## src/rtl/puf_crp_controller.sv

```systemverilog
// puf_crp_controller: challenge-response sequencer between a UART byte link and an arbiter PUF.
// The controller collects challenge bytes and drives the PUF through a settle phase and a fire phase.
// It then captures the response and streams it back one byte at a time.
// Optional feature macro: PUF_CRP_ECHO_EN. When it is defined, the challenge bytes are echoed
// MSB first ahead of the response bytes.
module puf_crp_controller #(
    parameter int CHAL_BYTES    = 8,
    parameter int RESP_BYTES    = 8,
    parameter int SETTLE_CYCLES = 65535,
    parameter int CNT_W         = 16
) (
    input  logic                    clk,
    input  logic                    rst_n,
    input  logic                    rx_valid,
    input  logic [7:0]              rx_byte,
    output logic [7:0]              tx_byte,
    output logic                    tx_valid,
    input  logic                    tx_ready,
    output logic [8*CHAL_BYTES-1:0] puf_challenge,
    output logic                    puf_signal,
    input  logic [8*RESP_BYTES-1:0] puf_response,
    output logic                    busy,
    output logic                    done,
    output logic                    rx_drop
);

    localparam int CW   = 8 * CHAL_BYTES;
    localparam int RW   = 8 * RESP_BYTES;
    localparam int BC_W = $clog2((CHAL_BYTES < 2) ? 2 : CHAL_BYTES);
    localparam int OC_W = $clog2((RESP_BYTES < 2) ? 2 : RESP_BYTES);

    localparam logic [BC_W-1:0]  CHAL_LAST   = BC_W'(CHAL_BYTES - 1);
    localparam logic [OC_W-1:0]  RESP_LAST   = OC_W'(RESP_BYTES - 1);
    localparam logic [CNT_W-1:0] SETTLE_LAST = CNT_W'(SETTLE_CYCLES - 1);
    localparam logic [BC_W-1:0]  BC_ONE      = BC_W'(1);
    localparam logic [OC_W-1:0]  OC_ONE      = OC_W'(1);
    localparam logic [CNT_W-1:0] CNT_ONE     = CNT_W'(1);

    typedef enum logic [2:0] {
        S_RECV,
        S_ARM,
        S_FIRE,
        S_CAPTURE,
        S_SEND
    } state_t;

    state_t            r_state;
    logic [CW-1:0]     r_chal;
    logic [CW-1:0]     r_puf_challenge;
    logic [BC_W-1:0]   r_byte_cnt;
    logic [CNT_W-1:0]  r_settle;
    logic [RW-1:0]     r_resp_sr;
    logic [OC_W-1:0]   r_out_cnt;
    logic [7:0]        r_tx_byte;
    logic              r_tx_valid;
    logic              r_puf_signal;
    logic              r_busy;
    logic              r_done;
    logic              r_rx_drop;

    logic [CW-1:0]     w_chal_next;
    logic [RW-1:0]     w_resp_next;
    logic              w_tx_fire;

`ifdef PUF_CRP_ECHO_EN
    logic [CW-1:0]     r_echo_sr;
    logic [BC_W-1:0]   r_echo_cnt;
    logic              r_echo_phase;
    logic [CW-1:0]     w_echo_next;
`endif

    // Next-value shifts: the new byte enters at the bottom of the challenge, and the response drains from the bottom
    always_comb begin
        w_chal_next      = r_chal << 8;
        w_chal_next[7:0] = rx_byte;
        w_resp_next      = r_resp_sr >> 8;
`ifdef PUF_CRP_ECHO_EN
        w_echo_next      = r_echo_sr << 8;
`endif
    end

    assign w_tx_fire = r_tx_valid && tx_ready;

    // Main sequencer: receive, arm, fire, capture and send, with every output registered
    always_ff @(posedge clk or negedge rst_n) begin
        if (!rst_n) begin
            r_state         <= S_RECV;
            r_chal          <= '0;
            r_puf_challenge <= '0;
            r_byte_cnt      <= '0;
            r_settle        <= '0;
            r_resp_sr       <= '0;
            r_out_cnt       <= '0;
            r_tx_byte       <= '0;
            r_tx_valid      <= 1'b0;
            r_puf_signal    <= 1'b1;
            r_busy          <= 1'b0;
            r_done          <= 1'b0;
            r_rx_drop       <= 1'b0;
`ifdef PUF_CRP_ECHO_EN
            r_echo_sr       <= '0;
            r_echo_cnt      <= '0;
            r_echo_phase    <= 1'b0;
`endif
        end else begin
            r_done    <= 1'b0;
            r_rx_drop <= rx_valid && (r_state != S_RECV);
            case (r_state)
                S_RECV: begin
                    if (rx_valid) begin
                        r_chal <= w_chal_next;
                        if (r_byte_cnt == CHAL_LAST) begin
                            r_puf_challenge <= w_chal_next;
                            r_byte_cnt      <= '0;
                            r_puf_signal    <= 1'b0;
                            r_settle        <= '0;
                            r_busy          <= 1'b1;
                            r_state         <= S_ARM;
                        end else begin
                            r_byte_cnt <= r_byte_cnt + BC_ONE;
                        end
                    end
                end
                S_ARM: begin
                    if (r_settle == SETTLE_LAST) begin
                        r_puf_signal <= 1'b1;
                        r_settle     <= '0;
                        r_state      <= S_FIRE;
                    end else begin
                        r_settle <= r_settle + CNT_ONE;
                    end
                end
                S_FIRE: begin
                    if (r_settle == SETTLE_LAST) begin
                        r_settle <= '0;
                        r_state  <= S_CAPTURE;
                    end else begin
                        r_settle <= r_settle + CNT_ONE;
                    end
                end
                S_CAPTURE: begin
                    r_resp_sr  <= puf_response;
                    r_out_cnt  <= RESP_LAST;
                    r_tx_valid <= 1'b1;
                    r_state    <= S_SEND;
`ifdef PUF_CRP_ECHO_EN
                    r_echo_sr    <= r_puf_challenge;
                    r_echo_cnt   <= CHAL_LAST;
                    r_echo_phase <= 1'b1;
                    r_tx_byte    <= r_puf_challenge[CW-1 -: 8];
`else
                    r_tx_byte    <= puf_response[7:0];
`endif
                end
                S_SEND: begin
                    if (w_tx_fire) begin
`ifdef PUF_CRP_ECHO_EN
                        if (r_echo_phase) begin
                            if (r_echo_cnt == '0) begin
                                r_echo_phase <= 1'b0;
                                r_tx_byte    <= r_resp_sr[7:0];
                            end else begin
                                r_echo_sr  <= w_echo_next;
                                r_tx_byte  <= w_echo_next[CW-1 -: 8];
                                r_echo_cnt <= r_echo_cnt - BC_ONE;
                            end
                        end else
`endif
                        begin
                            if (r_out_cnt == '0) begin
                                r_tx_valid <= 1'b0;
                                r_done     <= 1'b1;
                                r_busy     <= 1'b0;
                                r_state    <= S_RECV;
                            end else begin
                                r_resp_sr <= w_resp_next;
                                r_tx_byte <= w_resp_next[7:0];
                                r_out_cnt <= r_out_cnt - OC_ONE;
                            end
                        end
                    end
                end
                default: begin
                    r_state <= S_RECV;
                    r_busy  <= 1'b0;
                end
            endcase
        end
    end

    assign tx_byte       = r_tx_byte;
    assign tx_valid      = r_tx_valid;
    assign puf_challenge = r_puf_challenge;
    assign puf_signal    = r_puf_signal;
    assign busy          = r_busy;
    assign done          = r_done;
    assign rx_drop       = r_rx_drop;

endmodule

```

## config.mk

```make
export PLATFORM = sky130hd
export DESIGN_NAME = puf_crp_controller
export DESIGN_NICKNAME = d
export VERILOG_FILES = /design/src/rtl/puf_crp_controller.sv
export SDC_FILE = /design/constraint.sdc
export NUM_CORES = 1
export LEC_CHECK = 0
export BUFFER_PORTS_ARGS = -buffer_cell sky130_fd_sc_hd__buf_2
export CAP_MARGIN = 40
export CORE_ASPECT_RATIO = 1.2
export CORE_MARGIN = 1
export CORE_UTILIZATION = 41
export CTS_BUF_LIST = sky130_fd_sc_hd__clkbuf_16
export DETAILED_ROUTE_END_ITERATION = 6
export PLACE_DENSITY = 0.67
export RECOVER_POWER = 25
export SKIP_CTS_REPAIR_TIMING = 1
export SYNTH_ARGS = -nofsm -noshare
export SYNTH_HDL_FRONTEND = slang
export SYNTH_SLANG_ARGS = --single-unit
```

## constraint.sdc

```tcl
create_clock -name clk -period 2.1 [get_ports clk]
set_input_delay 0.105 -clock clk [delete_from_list [all_inputs] [get_ports clk]]
set_output_delay 0.105 -clock clk [all_outputs]
set_load 0.05 [all_outputs]
```

## Word level (Yosys, flattened, before mapping)

Cells that the tools add are included.

- Div/mod/pow operators: 0
- Bitwise gates (word level): 1
- $mul: 0
- $lt $le $gt $ge: 0
- Reductions and logical operators: 18
- Shift-type cells: 0
- Equal/unequal tests: 13
- Add/subtract/negate cells: 3
- Mux-type cells: 34

Operators with widths:

| operator | number |
|---|---|
| $mux 64 | 2 |
| $pmux 64 s2 | 1 |
| $mux 16 | 3 |
| $pmux 16 s2 | 1 |
| $mux 3 | 9 |
| $add 16x1->16 const B | 1 |
| $eq 16x16->1 const B | 1 |
| $mux 8 | 2 |
| $pmux 8 s2 | 1 |
| $pmux 3 s5 | 1 |
| $ne 2x2->1 const B | 7 |
| $reduce_and 3->1 | 4 |
| $mux 1 | 10 |
| $eq 3x2->1 const B | 2 |
| $eq 3x3->1 const B | 2 |
| $logic_not 3->1 | 2 |
| $pmux 3 s2 | 1 |
| $reduce_and 6->1 | 1 |
| $reduce_bool 2->1 | 3 |
| $reduce_and 5->1 | 1 |
| $pmux 1 s2 | 2 |
| $reduce_and 4->1 | 1 |
| $add 3x1->3 const B | 1 |
| $eq 3x1->1 const B | 1 |
| 8 further kinds | 9 |

- Memory bits (read-only): 0
- Flip-flop bits (word level): 222
- Bits in latches: 0
- Output and inout port bits: 77
- Memories: 0
- Bits in writable memories: 0

## Longest topological paths before layout

Gate-level depths: netlist of run 1.

- Word-level depth: 4
- Depth in mapped cells: 8
- Mapped depth without buffers: 6

## Least setup slack after synthesis of run 1

No wires, ideal clock.

- Kind: reg-to-reg
- Start point: register r_byte_cnt[0]
- End point: register r_puf_challenge[20], in the netlist puf_challenge[20]
- Clock period less this slack: 2.048 ns
- Setup time: 0.125 ns
- Data required time: 1.975 ns
- Arrival time: 1.923 ns
- Slack: 0.052 ns
- Cell stages (with the launch flop): 7
- Cell sequence: dfrtp_1 ha_1 ha_1 nand3_1 clkbuf_1 clkbuf_1 mux2_2

- Longest elaborated chain between the ends: 2

RTL lines:

| item | line | text |
|---|---|---|
| start, declared | 50 | `logic [BC_W-1:0] r_byte_cnt;` |
| start signal, assigned | 120 | `r_byte_cnt <= r_byte_cnt + BC_ONE;` |
| $eq 3x3->1 | 112 | `if (r_byte_cnt == CHAL_LAST) begin` |
| $reduce_and 3->1 (no source line) | -- |  |
| end signal, assigned | 113 | `r_puf_challenge <= w_chal_next;` |
| end, declared | 49 | `logic [CW-1:0] r_puf_challenge;` |

No other way between the ends.
A chain may end at the register's enable or synchronous reset.

## Worst setup path after layout of run 1

- Start point: register r_byte_cnt[0]
- End point: register r_settle[11]

- Longest elaborated chain between the ends: 3

RTL lines:

| item | line | text |
|---|---|---|
| $eq 3x3->1 | 112 |  |
| $ne 2x2->1 (no source line) | -- |  |
| $reduce_and 3->1 (no source line) | -- |  |
| end signal, assigned | 130 | `r_settle <= r_settle + CNT_ONE;` |
| end signal, assigned | 138 | `r_settle <= r_settle + CNT_ONE;` |
| end, declared | 51 | `logic [CNT_W-1:0] r_settle;` |

No other way between the ends.

==> results by group, run 1 <==
Hold path
  • Hold path cells: 4
  • Hold_sp: tx_ready
  • Min-Delay Path Class: input pin to register
  • Min-Delay Endpoint: r_out_cnt[0]$_DFFE_PN0P_

Final layout
  • Share of layout cells above drive strength 1: 35.3%
  • Final core occ: 54.1%
  • Diode count: 0
  • Layout net count: 1,057
  • Final Cell Area: 0.0118 sq mm
  • Syn-to-layout area delta: 29.0%

Setup path
  • WP data required: 2.53 ns
  • R2r setup slk: 0.17 ns
  • R2R Path End: r_settle[11]$_DFFE_PN0P_
  • CP Launch Type: register
  • R2R Path Start: r_byte_cnt[0]$_DFFE_PN0P_
  • Setup crit end kind: register
  • CP max FO: 6
  • Worst r2r path cells: 6
  • Critical path type: register to register
  • Worst EP arrival: 2.36 ns

GRT
  • Overall routing resource usage: 17.2%
  • First-pass GRT wire length: 32,200 microns
  • Number of global-route vias before repair: 6,219
  • GRT overflow: 0
  • Initial antenna violation count: 0
  • Largest net degree at the start of global routing: 117

Pwr
  • Logic pwr share: 3.4%
  • Leak Pwr: 0.00578 uW
  • Power density over the cells: 714 mW/mm^2
  • Peak VDD IR: 0.555 mV
  • Clock power frac: 47.6%
  • Switching power: 1760 uW
  • Sequential share of power: 49.0%
  • Cell internal pwr: 6650 uW
  • Sw Ratio: 21.0%

Outcome
  • Failing checks: DRC
  • Status: complete, but fails checks

Floorplanning
  • Initial Utilization: 41.9%
  • Rows: 59
  • Die ar.: 0.0229 sq mm
  • Die Y: 165 microns
  • Core Box Area: 0.0218 sq mm
  • I/O pin count: 153
  • Die W: 138 microns

Routing
  • Drt via density: 5.30
  • WL met3: 1060 microns
  • Metal2 WL: 10,400 microns
  • Drt first pass iters: 7
  • Initial DRC Count: 354
  • Residual DRC: 24
  • Via Count: 6,713
  • Routed len/inst: 16.3 microns
  • Top sig layer: met4
  • Post-Route WL: 20,700 microns
  • Met1 wire length: 8880 microns
  • Post-route antenna net violation count: 0

Timing
  • RSZ-0062 raised after global routing: no
  • Final Critical Period: 1.93 ns
  • Fin crit share: 92.0%
  • Slew at the pin closest to its max-slew limit: 1.42 ns
  • Clock Skew: 0.0122 ns
  • Final slew viol count: 0
  • Final hold vios: 0
  • Fmax: 0.517 GHz
  • Setup Viol. Count Final: 0
  • Slew HR: 5.36%
  • Sum Neg Setup Slack: 0 ns

Placement
  • Port Buffer Count: 152
  • GP Congestion: 0.800
  • Hpwl dp: 12,700 microns
  • Area after DPL: 0.0103 sq mm

Synthesis
  • Main synth FF type: dfrtp_1
  • Yosys warning total: 0
  • Mux cell area share after synthesis: 15.3%
  • Number of synthesized flops with an enable pin: 0
  • Synth Area in Compound Gates: 11.7%
  • Cells after synthesis: 765
  • Post-synth net total: 847
  • Synth unique cells: 48
  • Adder-Cell Fraction of Synth Area: 0.822%
  • Largest family of logic cells by synthesized area: multiplexers
  • Avg Inst Size Synth: 11.9 sq um
  • Sequential-to-total area share from yosys stat: 58.7%
  • Post-Synth Simple-Gate Area: 9.48%
  • Post-Synth XOR/XNOR Area: 0.576%
  • Asr flop ratio synth: 100%
  • Netlist Area Pre-Place: 0.00913 sq mm
  • Register bit total from synthesis: 214

CTS
  • Root Driver: clkbuf_16
  • TritonCTS buffer count: 23
  • Worst-skew pair later-pin latency: 0.50 ns
  • Clock slew at reported path FFs: 0.06 ns
  • CTS tree: built
  • Maximum clock path buffer count: 3
  • TritonCTS Sinks: 214
  • Clock H-tree levels: 1

Job
  • Maxcap violations: 0
[worst max-delay path, stage by stage, from the launching register on]
cell and delay (ns):
dfrtp_1 0.37, ha_1 0.16, ha_1 0.30, a211o_1 0.21
nand4_1 0.21, or3_2 0.47, a21oi_1 0.14
[cell families after synthesis]
family | after synthesis
DFF | 214
and+or+nand+nor | 189
AOI/OAI and AO/OA | 156
muxes | 124
buffers and inverters | 70
xor gates and xnor gates | 6
adders and majority gates | 6
[layout make-up]
| class | instances | area, sq um |
|---|---|---|
| clock inverters | 19 | 176 |
| flip-flops and latches | 214 | 5360 |
| well taps | 274 | 343 |
| inverters | 6 | 22.5 |
| multi-input cells | 481 | 3500 |
| repair buffers | 249 | 1800 |
| fillers | 1809 | 10000 |
| clock buffers | 23 | 576 |
[worst max-delay path by stage]
stage	from	endpoint	slack, ns	depth (start not counted)
CTS	r_settle[7]$_DFFE_PN0P_	r_settle[4]$_DFFE_PN0P_	0.14	4
floorplan	r_byte_cnt[0]$_DFFE_PN0P_	puf_challenge[20]$_DFFE_PN0P_	0.05	6
global route	r_settle[0]$_DFFE_PN0P_	r_state[0]$_DFFE_PN0P_	0.06	6
detailed placement	r_settle[7]$_DFFE_PN0P_	r_settle[4]$_DFFE_PN0P_	0.15	4
finish	r_byte_cnt[0]$_DFFE_PN0P_	r_settle[11]$_DFFE_PN0P_	0.17	6
global placement	r_settle[0]$_DFFE_PN0P_	r_settle[6]$_DFFE_PN0P_	0.20	6
[power by group through the flow]
stage / clock (uW) / combinational [uW] / sequential [uW]
global placement: 0 / 185 / 4200
global route: 4290 / 319 / 4120
CTS: 4130 / 185 / 4120
detailed placement: 0 / 185 / 4200
floorplan: 0 / 2.35 / 4200
finish: 4000 / 286 / 4120
[cells in the final DEF, fill, tap and decap left out, types with 8 or more instances in the layout]
master         netlist  final
buf_2               20    151
a41oi_1             57     57
dfrtp_1            213    213
clkbuf_16            0     23
inv_1                6      9
o21ai_0              8      8
mux2_2             123    123
nor2_1              13     13
dlygate4sd3_1        0     74
a22o_1               8      8
buf_12               0     10
a21oi_1             66     66
nand2_1            128    126
buf_4                8     12
[cells in the mapped netlist (3+ instances only)]
| cell type | number | area [sq um] |
|---|---|---|
| a41oi_1 | 57 | 499 |
| o21ai_0 | 8 | 40.0 |
| o31ai_1 | 3 | 22.5 |
| and4_1 | 3 | 26.3 |
| nand4_1 | 7 | 43.8 |
| buf_2 | 20 | 100 |
| a21oi_1 | 66 | 330 |
| or4_1 | 4 | 30.0 |
| clkbuf_1 | 36 | 135 |
| nand3_1 | 7 | 35.0 |
| xor2_1 | 5 | 43.8 |
| nor2b_1 | 3 | 18.8 |
| nand2_1 | 128 | 480 |
| mux2_2 | 123 | 1390 |
| nor2_1 | 13 | 48.8 |
| ha_1 | 6 | 75.1 |
| a31oi_1 | 4 | 25.0 |
| inv_1 | 6 | 22.5 |
| buf_4 | 8 | 60.1 |
| a22o_1 | 8 | 70.1 |
| dfrtp_1 | 213 | 5330 |
| or3_1 | 5 | 31.3 |
[state kept, by name, indices dropped and copies added (netlist names)]
| signal | cells |
|---|---|
| puf_challenge | 64 |
| tx_valid | 1 |
| r_settle | 16 |
| r_resp_sr | 64 |
| busy | 1 |
| puf_signal | 1 |
| r_chal | 56 |
| r_state | 3 |
| done | 1 |
| r_byte_cnt | 3 |
| r_out_cnt | 3 |
| rx_drop | 1 |
[routing by layer]
metal  vias up  track usage [%]
met1      3320             22.7
met5         -                0
met2       168             29.8
met4         0             4.55
li1       3197                -
met3        28             2.80
[metrics by stage]
step / instances / hold slack (ns) / power [uW] / setup slack (ns)
after detailed placement: 1150 / 0.0615 / 4390 / 0.146
after global routing: 1266 / 0.0741 / 8730 / 0.0560
after floorplan: 765 / -0.191 / 4210 / 0.0523
after CTS: 1192 / -0.473 / 8440 / 0.137
after global placement: 1150 / 0.0639 / 4390 / 0.201
final: 1266 / 0.0689 / 8410 / 0.167
Note: power is estimated with default switching activity, not from simulation.
==> inputs of run 2 (changes only) <==
--- a/config.mk
+++ b/config.mk
@@ -12,7 +12,7 @@
 export CORE_UTILIZATION = 41
 export CTS_BUF_LIST = sky130_fd_sc_hd__clkbuf_16
 export DETAILED_ROUTE_END_ITERATION = 6
-export PLACE_DENSITY = 0.67
+export PLACE_DENSITY = 0.64
 export RECOVER_POWER = 25
 export SKIP_CTS_REPAIR_TIMING = 1
 export SYNTH_ARGS = -nofsm -noshare
==> constraint.sdc (replaced) <==
create_clock -name clk -period 2.35 [get_ports clk]
set_input_delay 0.1175 -clock clk [delete_from_list [all_inputs] [get_ports clk]]
set_output_delay 0.1175 -clock clk [all_outputs]
set_load 0.05 [all_outputs]
==> run 2 against run 1 <==
- the flow still finishes with violations (DRC)
- combinational power fell by 11%
- first-iteration DRC count rose by 34%
- cell area fell by 0.47%
- critical path depth fell by 2
- sequential cell count did not move
- power fell by 9.1%
- highest routed layer unchanged
==> results by group, run 2 (same netlist as run 1, synthesis figures left out) <==
Floorplanning
  • Die ar.: 0.0229 sq mm
  • Die W: 138 microns
  • Die Y: 165 microns
  • Core Box Area: 0.0218 sq mm
  • Rows: 59
  • Initial Utilization: 41.9%
  • I/O pin count: 153

CTS
  • Worst-skew pair later-pin latency: 0.52 ns
  • CTS tree: built
  • Root Driver: clkbuf_16
  • TritonCTS Sinks: 214
  • TritonCTS buffer count: 23
  • Clock H-tree levels: 1
  • Clock slew at reported path FFs: 0.06 ns
  • Maximum clock path buffer count: 3

Setup path
  • Worst Setup SP: r_state[0]$_DFFE_PN0P_
  • CP Buf/Inv Count: 1
  • WP data required: 2.74 ns
  • Worst r2r path cells: 4
  • CP max FO: 59
  • CP Launch Type: register
  • End point of the critical path: r_chal[16]$_DFFE_PN0P_
  • Largest delay contributor family on the critical path: simple AND/OR/NAND/NOR gates
  • R2r setup slk: 0.30 ns
  • Cells along the critical path: nor3_1 > and2_2 > buf_12 > mux2_2
  • Setup crit end kind: register
  • R2R Path Start: r_state[0]$_DFFE_PN0P_
  • Delay of the slowest critical-path stage: 0.52 ns
  • Critical path type: register to register
  • Crit. path cell count: 4
  • CP max-delay cell: dfrtp_1
  • R2R Path End: r_chal[16]$_DFFE_PN0P_
  • Worst EP arrival: 2.44 ns

Outcome
  • Failing checks: DRC
  • Status: complete, but fails checks

Timing
  • Setup ws final: 0.296 ns
  • Final hold vios: 0
  • Slew at the pin closest to its max-slew limit: 1.05 ns
  • Final slew viol count: 0
  • Setup Viol. Count Final: 0
  • Hold WS: 0.0869 ns
  • Sum Neg Setup Slack: 0 ns
  • Clock Skew: 0.0134 ns
  • Slew HR: 30.2%
  • Fin crit share: 87.4%
  • Fmax: 0.487 GHz
  • Final Critical Period: 2.05 ns
  • RSZ-0062 raised after global routing: no

Routing
  • Residual DRC: 24
  • Routed len/inst: 16.1 microns
  • Drt via density: 5.23
  • Post-Route WL: 20,300 microns
  • Initial DRC Count: 473
  • Via Count: 6,601
  • Drt first pass iters: 6
  • Post-route antenna net violation count: 0

Final layout
  • Syn-to-layout area delta: 28.4%
  • Share of layout cells above drive strength 1: 34.7%
  • Commonest non-fill, non-tap cell in the layout: dfrtp_1
  • Number of fill cells: 1,826
  • Diode count: 0
  • Most frequent cells in the layout: 213 x dfrtp_1, 151 x buf_2, 126 x nand2_1
  • Final core occ: 53.8%
  • Layout net count: 1,054

Placement
  • GP Congestion: 0.794
  • Hpwl dp: 12,600 microns
  • Pre-CTS setup slack: 0.304 ns
  • Port Buffer Count: 152

Hold path
  • Hold_sp: tx_ready
  • Min-Delay Path Class: input pin to register

Pwr
  • Sw Ratio: 20.9%
  • Logic pwr share: 3.3%
  • Peak VDD IR: 0.777 mV
  • Cell internal pwr: 6050 uW
  • Switching power: 1600 uW
  • Power density over the cells: 653 mW/mm^2
  • Sequential share of power: 48.2%
  • Clock power frac: 48.5%
  • Leak Pwr: 0.00574 uW

GRT
  • Largest net degree at the start of global routing: 96
  • Overall routing resource usage: 17.4%
  • Number of global-route vias before repair: 6,153
  • GRT overflow: 0
  • First-pass GRT wire length: 32,500 microns
  • Initial antenna violation count: 0

Job
  • Maxcap violations: 0
==> run 2: cell count changes in the layout (fill, tap and decap cells not counted), sizes merged <==
cell	previous run	this run
clkinvlp	1	2
bufinv	3	4
clkbuf	24	26
clkinv	10	8
buf	174	169
==> run 2: layout make-up <==
| type | instances | area, sq um | share of cell area [%] |
|---|---|---|---|
| multi-input combinational | 481 | 3490 | 29.8 |
| tap | 274 | 343 | 2.92 |
| sequential | 214 | 5360 | 45.7 |
| clock inverter | 19 | 205 | 1.75 |
| inverter | 6 | 22.5 | 0.192 |
| clock buffer | 23 | 576 | 4.91 |
| timing repair buffer | 246 | 1730 | 14.7 |
==> run 2: layer usage <==
layer	wire [microns]	global-route usage, %
met1	8960	23.7
met2	9870	28.7
met3	1060	3.00
met4	394	4.70
met5	0	0
==> run 2: stage by stage <==
step | total power, uW | cell area [sq um] | cells
after floorplan | 3760 | 9130 | 765
after global placement | 3920 | 10200 | 1147
after detailed placement | 3920 | 10200 | 1147
after CTS | 7660 | 11000 | 1189
after global routing | 7920 | 11700 | 1263
final | 7650 | 11700 | 1263
==> run 2: worst register-to-register path, cell delays in order, from the launching register on <==
cell,delay [ns]
dfrtp_1,0.52
nor3_1,0.46
and2_2,0.25
buf_12,0.30
mux2_2,0.40
==> run 2: worst min-delay path by stage <==
stage	end	slack, ns	cells past startpoint
final	r_out_cnt[0]$_DFFE_PN0P_	0.09	4
after detailed placement	r_resp_sr[44]$_DFFE_PN0P_	0.13	1
after floorplan	busy$_DFFE_PN0P_	-0.18	0
after global routing	r_out_cnt[0]$_DFFE_PN0P_	0.14	4
after CTS	r_resp_sr[44]$_DFFE_PN0P_	-0.41	1
after global placement	r_resp_sr[44]$_DFFE_PN0P_	0.14	1
==> run 2: power by group through the flow <==
stage          combinational [uW]  clock (uW)  sequential [uW]
2_1_floorplan                2.10           0             3760
3_3_place_gp                  166           0             3750
3_5_place_dp                  165           0             3750
4_1_cts                       166        3810             3690
5_1_grt                       283        3950             3680
6_report                      254        3710             3690
==> inputs of run 3 (changes only) <==
--- a/config.mk
+++ b/config.mk
@@ -5,6 +5,7 @@
 export SDC_FILE = /design/constraint.sdc
 export NUM_CORES = 1
 export LEC_CHECK = 0
+export ABC_AREA = 1
 export BUFFER_PORTS_ARGS = -buffer_cell sky130_fd_sc_hd__buf_2
 export CAP_MARGIN = 40
 export CORE_ASPECT_RATIO = 1.2
@@ -12,6 +13,7 @@
 export CORE_UTILIZATION = 41
 export CTS_BUF_LIST = sky130_fd_sc_hd__clkbuf_16
 export DETAILED_ROUTE_END_ITERATION = 6
+export MAX_ROUTING_LAYER = met4
 export PLACE_DENSITY = 0.64
 export RECOVER_POWER = 25
 export SKIP_CTS_REPAIR_TIMING = 1
==> run 3 against run 2 <==
- the run ends with hold timing left
- sequential cell count did not move
- global-route usage is 1.8 points higher
- non-clock buffer count shrank 16
- via count is 17% higher
- fmax hardly changed
- clock power rose by 1%
- final cell count rose by 29%
- register-to-register slack hardly changed
- sequential share of layout area is essentially flat
- cell area is essentially flat
- critical path type unchanged
==> results by group, run 3 <==
Routing
  • Residual DRC: 0
  • Metal2 WL: 11,100 microns
  • Drt via density: 4.74
  • Post-Route WL: 22,400 microns
  • Via Count: 7,735
  • Met1 wire length: 9810 microns
  • Top sig layer: met4
  • Routed len/inst: 13.7 microns
  • Initial DRC Count: 419
  • Post-route antenna net violation count: 0
  • Drt first pass iters: 6
  • WL met3: 1170 microns

Hold path
  • Min-Delay Endpoint: r_resp_sr[33]$_DFFE_PN0P_
  • Hold_sp: puf_response[33]
  • Hold path cells: 5
  • Min-Delay Path Class: input pin to register

CTS
  • TritonCTS buffer count: 24
  • CTS tree: built
  • Worst-skew pair later-pin latency: 0.51 ns
  • Root Driver: clkbuf_16
  • TritonCTS Sinks: 214
  • Clock slew at reported path FFs: 0.06 ns
  • Clock H-tree levels: 1
  • Maximum clock path buffer count: 3

Placement
  • GP Congestion: 0.849
  • Pre-CTS setup slack: 0.269 ns
  • Port Buffer Count: 152
  • Hpwl dp: 14,300 microns

Setup path
  • Largest delay contributor family on the critical path: simple AND/OR/NAND/NOR gates
  • WP data required: 2.72 ns
  • R2r setup slk: 0.30 ns
  • Worst r2r path cells: 9
  • Worst EP arrival: 2.42 ns
  • Critical path type: register to register
  • CP Buf/Inv Count: 2
  • CP max FO: 22
  • R2R Path End: r_settle[1]$_DFFE_PN0P_
  • CP Launch Type: register
  • CP max-delay cell: nand2_1
  • Delay of the slowest critical-path stage: 0.45 ns
  • Cells along the critical path: ha_1 > ha_1 > nand2_1 > inv_1 > nand3_4 > nand2_1 > inv_1 > nand2_1 > o21ai_0
  • Most frequent CP cell: nand2_1
  • R2R Path Start: r_byte_cnt[0]$_DFFE_PN0P_
  • Setup crit end kind: register

Pwr
  • Power density over the cells: 1340 mW/mm^2
  • Peak VDD IR: 1.12 mV
  • Cell internal pwr: 9080 uW
  • Sequential share of power: 38.8%
  • Sw Ratio: 42.2%
  • Switching power: 6630 uW
  • Logic pwr share: 37.2%
  • Clock power frac: 24.0%
  • Leak Pwr: 0.00632 uW

Timing
  • Clock Skew: 0.0108 ns
  • Final Critical Period: 2.05 ns
  • Fmax: 0.487 GHz
  • Fin crit share: 87.3%
  • Sum Neg Setup Slack: 0 ns
  • RSZ-0062 raised after global routing: no
  • Slew HR: 20.5%
  • Setup Viol. Count Final: 0
  • Setup ws final: 0.298 ns
  • Slew at the pin closest to its max-slew limit: 1.19 ns
  • Final hold vios: 12
  • Hold WS: -0.0531 ns
  • Final slew viol count: 0

Synthesis
  • Netlist Area Pre-Place: 0.00931 sq mm
  • Asr flop ratio synth: 100%
  • Number of synthesized flops with an enable pin: 0
  • Post-synth net total: 1,222
  • Avg Inst Size Synth: 8.17 sq um
  • Post-synth top area share: 57.2%
  • Main synth FF type: dfrtp_1
  • Synth unique cells: 27
  • Yosys warning total: 0
  • Sequential-to-total area share from yosys stat: 57.5%
  • Top post-synthesis cells by area: dfrtp_1 57%, nand2_1 20%, o21ai_0 8.8%, inv_1 4.4%, nor2_1 1.2%
  • Register bit total from synthesis: 214
  • Top-count cell post-synth: nand2_1
  • Cells after synthesis: 1,140
  • Commonest cells in the netlist: 496 x nand2_1, 213 x dfrtp_1, 163 x o21ai_0
  • Area leader, netlist: dfrtp_1

Floorplanning
  • Initial Utilization: 41.6%
  • Core Box Area: 0.0224 sq mm
  • Die Y: 167 microns
  • Die ar.: 0.0233 sq mm
  • Die W: 140 microns
  • Rows: 60
  • I/O pin count: 153

Final layout
  • Layout net count: 1,418
  • Most frequent cells in the layout: 496 x nand2_1, 213 x dfrtp_1, 163 x o21ai_0
  • Share of layout cells above drive strength 1: 15.6%
  • Number of fill cells: 2,108
  • Diode count: 0
  • Commonest non-fill, non-tap cell in the layout: nand2_1
  • Syn-to-layout area delta: 25.8%
  • Final core occ: 52.4%

GRT
  • GRT overflow: 0
  • Initial antenna violation count: 0
  • Overall routing resource usage: 19.2%
  • First-pass GRT wire length: 35,500 microns
  • Number of global-route vias before repair: 7,195
  • Largest net degree at the start of global routing: 84

Outcome
  • Status: complete, but fails checks
  • Failing checks: hold timing

Job
  • Maxcap violations: 0
## run 3: kinds of logic after synthesis
family / after synthesis / share of synthesized area [%]
xor gates and xnor gates: 1 / 0.0941
AOI/OAI and AO/OA: 181 / 9.94
DFF: 214 / 57.5
buffers and inverters: 174 / 7.98
adders and majority gates: 6 / 0.806
and+or+nand+nor: 564 / 23.7
## run 3: worst max path at each step
stage | slack [ns] | from | end | depth (start not counted)
6_report | 0.30 | r_byte_cnt[0]$_DFFE_PN0P_ | r_settle[1]$_DFFE_PN0P_ | 9
5_1_grt | 0.12 | r_byte_cnt[0]$_DFFE_PN0P_ | r_settle[10]$_DFFE_PN0P_ | 9
4_1_cts | 0.27 | r_byte_cnt[0]$_DFFE_PN0P_ | r_settle[0]$_DFFE_PN0P_ | 9
3_5_place_dp | 0.27 | r_byte_cnt[0]$_DFFE_PN0P_ | r_settle[1]$_DFFE_PN0P_ | 9
3_3_place_gp | 0.33 | r_byte_cnt[0]$_DFFE_PN0P_ | r_settle[1]$_DFFE_PN0P_ | 9
2_1_floorplan | 0.73 | r_byte_cnt[0]$_DFFE_PN0P_ | puf_challenge[0]$_DFFE_PN0P_ | 9
## run 3: layout make-up
cell class / count / area (sq um) / area share [%]
clock buffers: 25 / 626 / 5.34
clock inverters: 18 / 175 / 1.50
flip-flops and latches: 214 / 5360 / 45.7
well taps: 279 / 349 / 2.98
inverters: 114 / 430 / 3.67
multi-input cells: 752 / 3230 / 27.5
repair buffers: 230 / 1550 / 13.3
## run 3: metal layers
metal,up-vias,global-route usage (%)
met5,-,-
met4,0,4.54
met3,26,3.89
met2,162,31.8
met1,3623,24.2
li1,3924,-
## run 3: worst register-to-register path, stage by stage (launching register included)
cell	delay, ns
dfrtp_1	0.37
ha_1	0.16
ha_1	0.15
nand2_1	0.07
inv_1	0.09
nand3_4	0.23
nand2_1	0.45
inv_1	0.24
nand2_1	0.10
o21ai_0	0.07
## run 3: stage by stage
stage          hold slack (ns)  power (uW)  instance area (sq um)  cells
6_report               -0.0531       15700                  11700   1632
5_1_grt               0.000593       16800                  11700   1632
4_1_cts                 -0.369       15800                  11100   1571
3_5_place_dp             0.168       11900                  10300   1528
3_3_place_gp             0.167       11800                  10300   1528
2_1_floorplan           -0.178       10400                   9310   1140
## run 3: power by group through the flow
stage          Clock [uW]  Combinational [uW]  Sequential (uW)
6_report             3760                5850             6100
5_1_grt              3990                6510             6280
4_1_cts              3850                5830             6100
3_5_place_dp            0                5800             6140
3_3_place_gp            0                5690             6110
2_1_floorplan           0                2960             7490
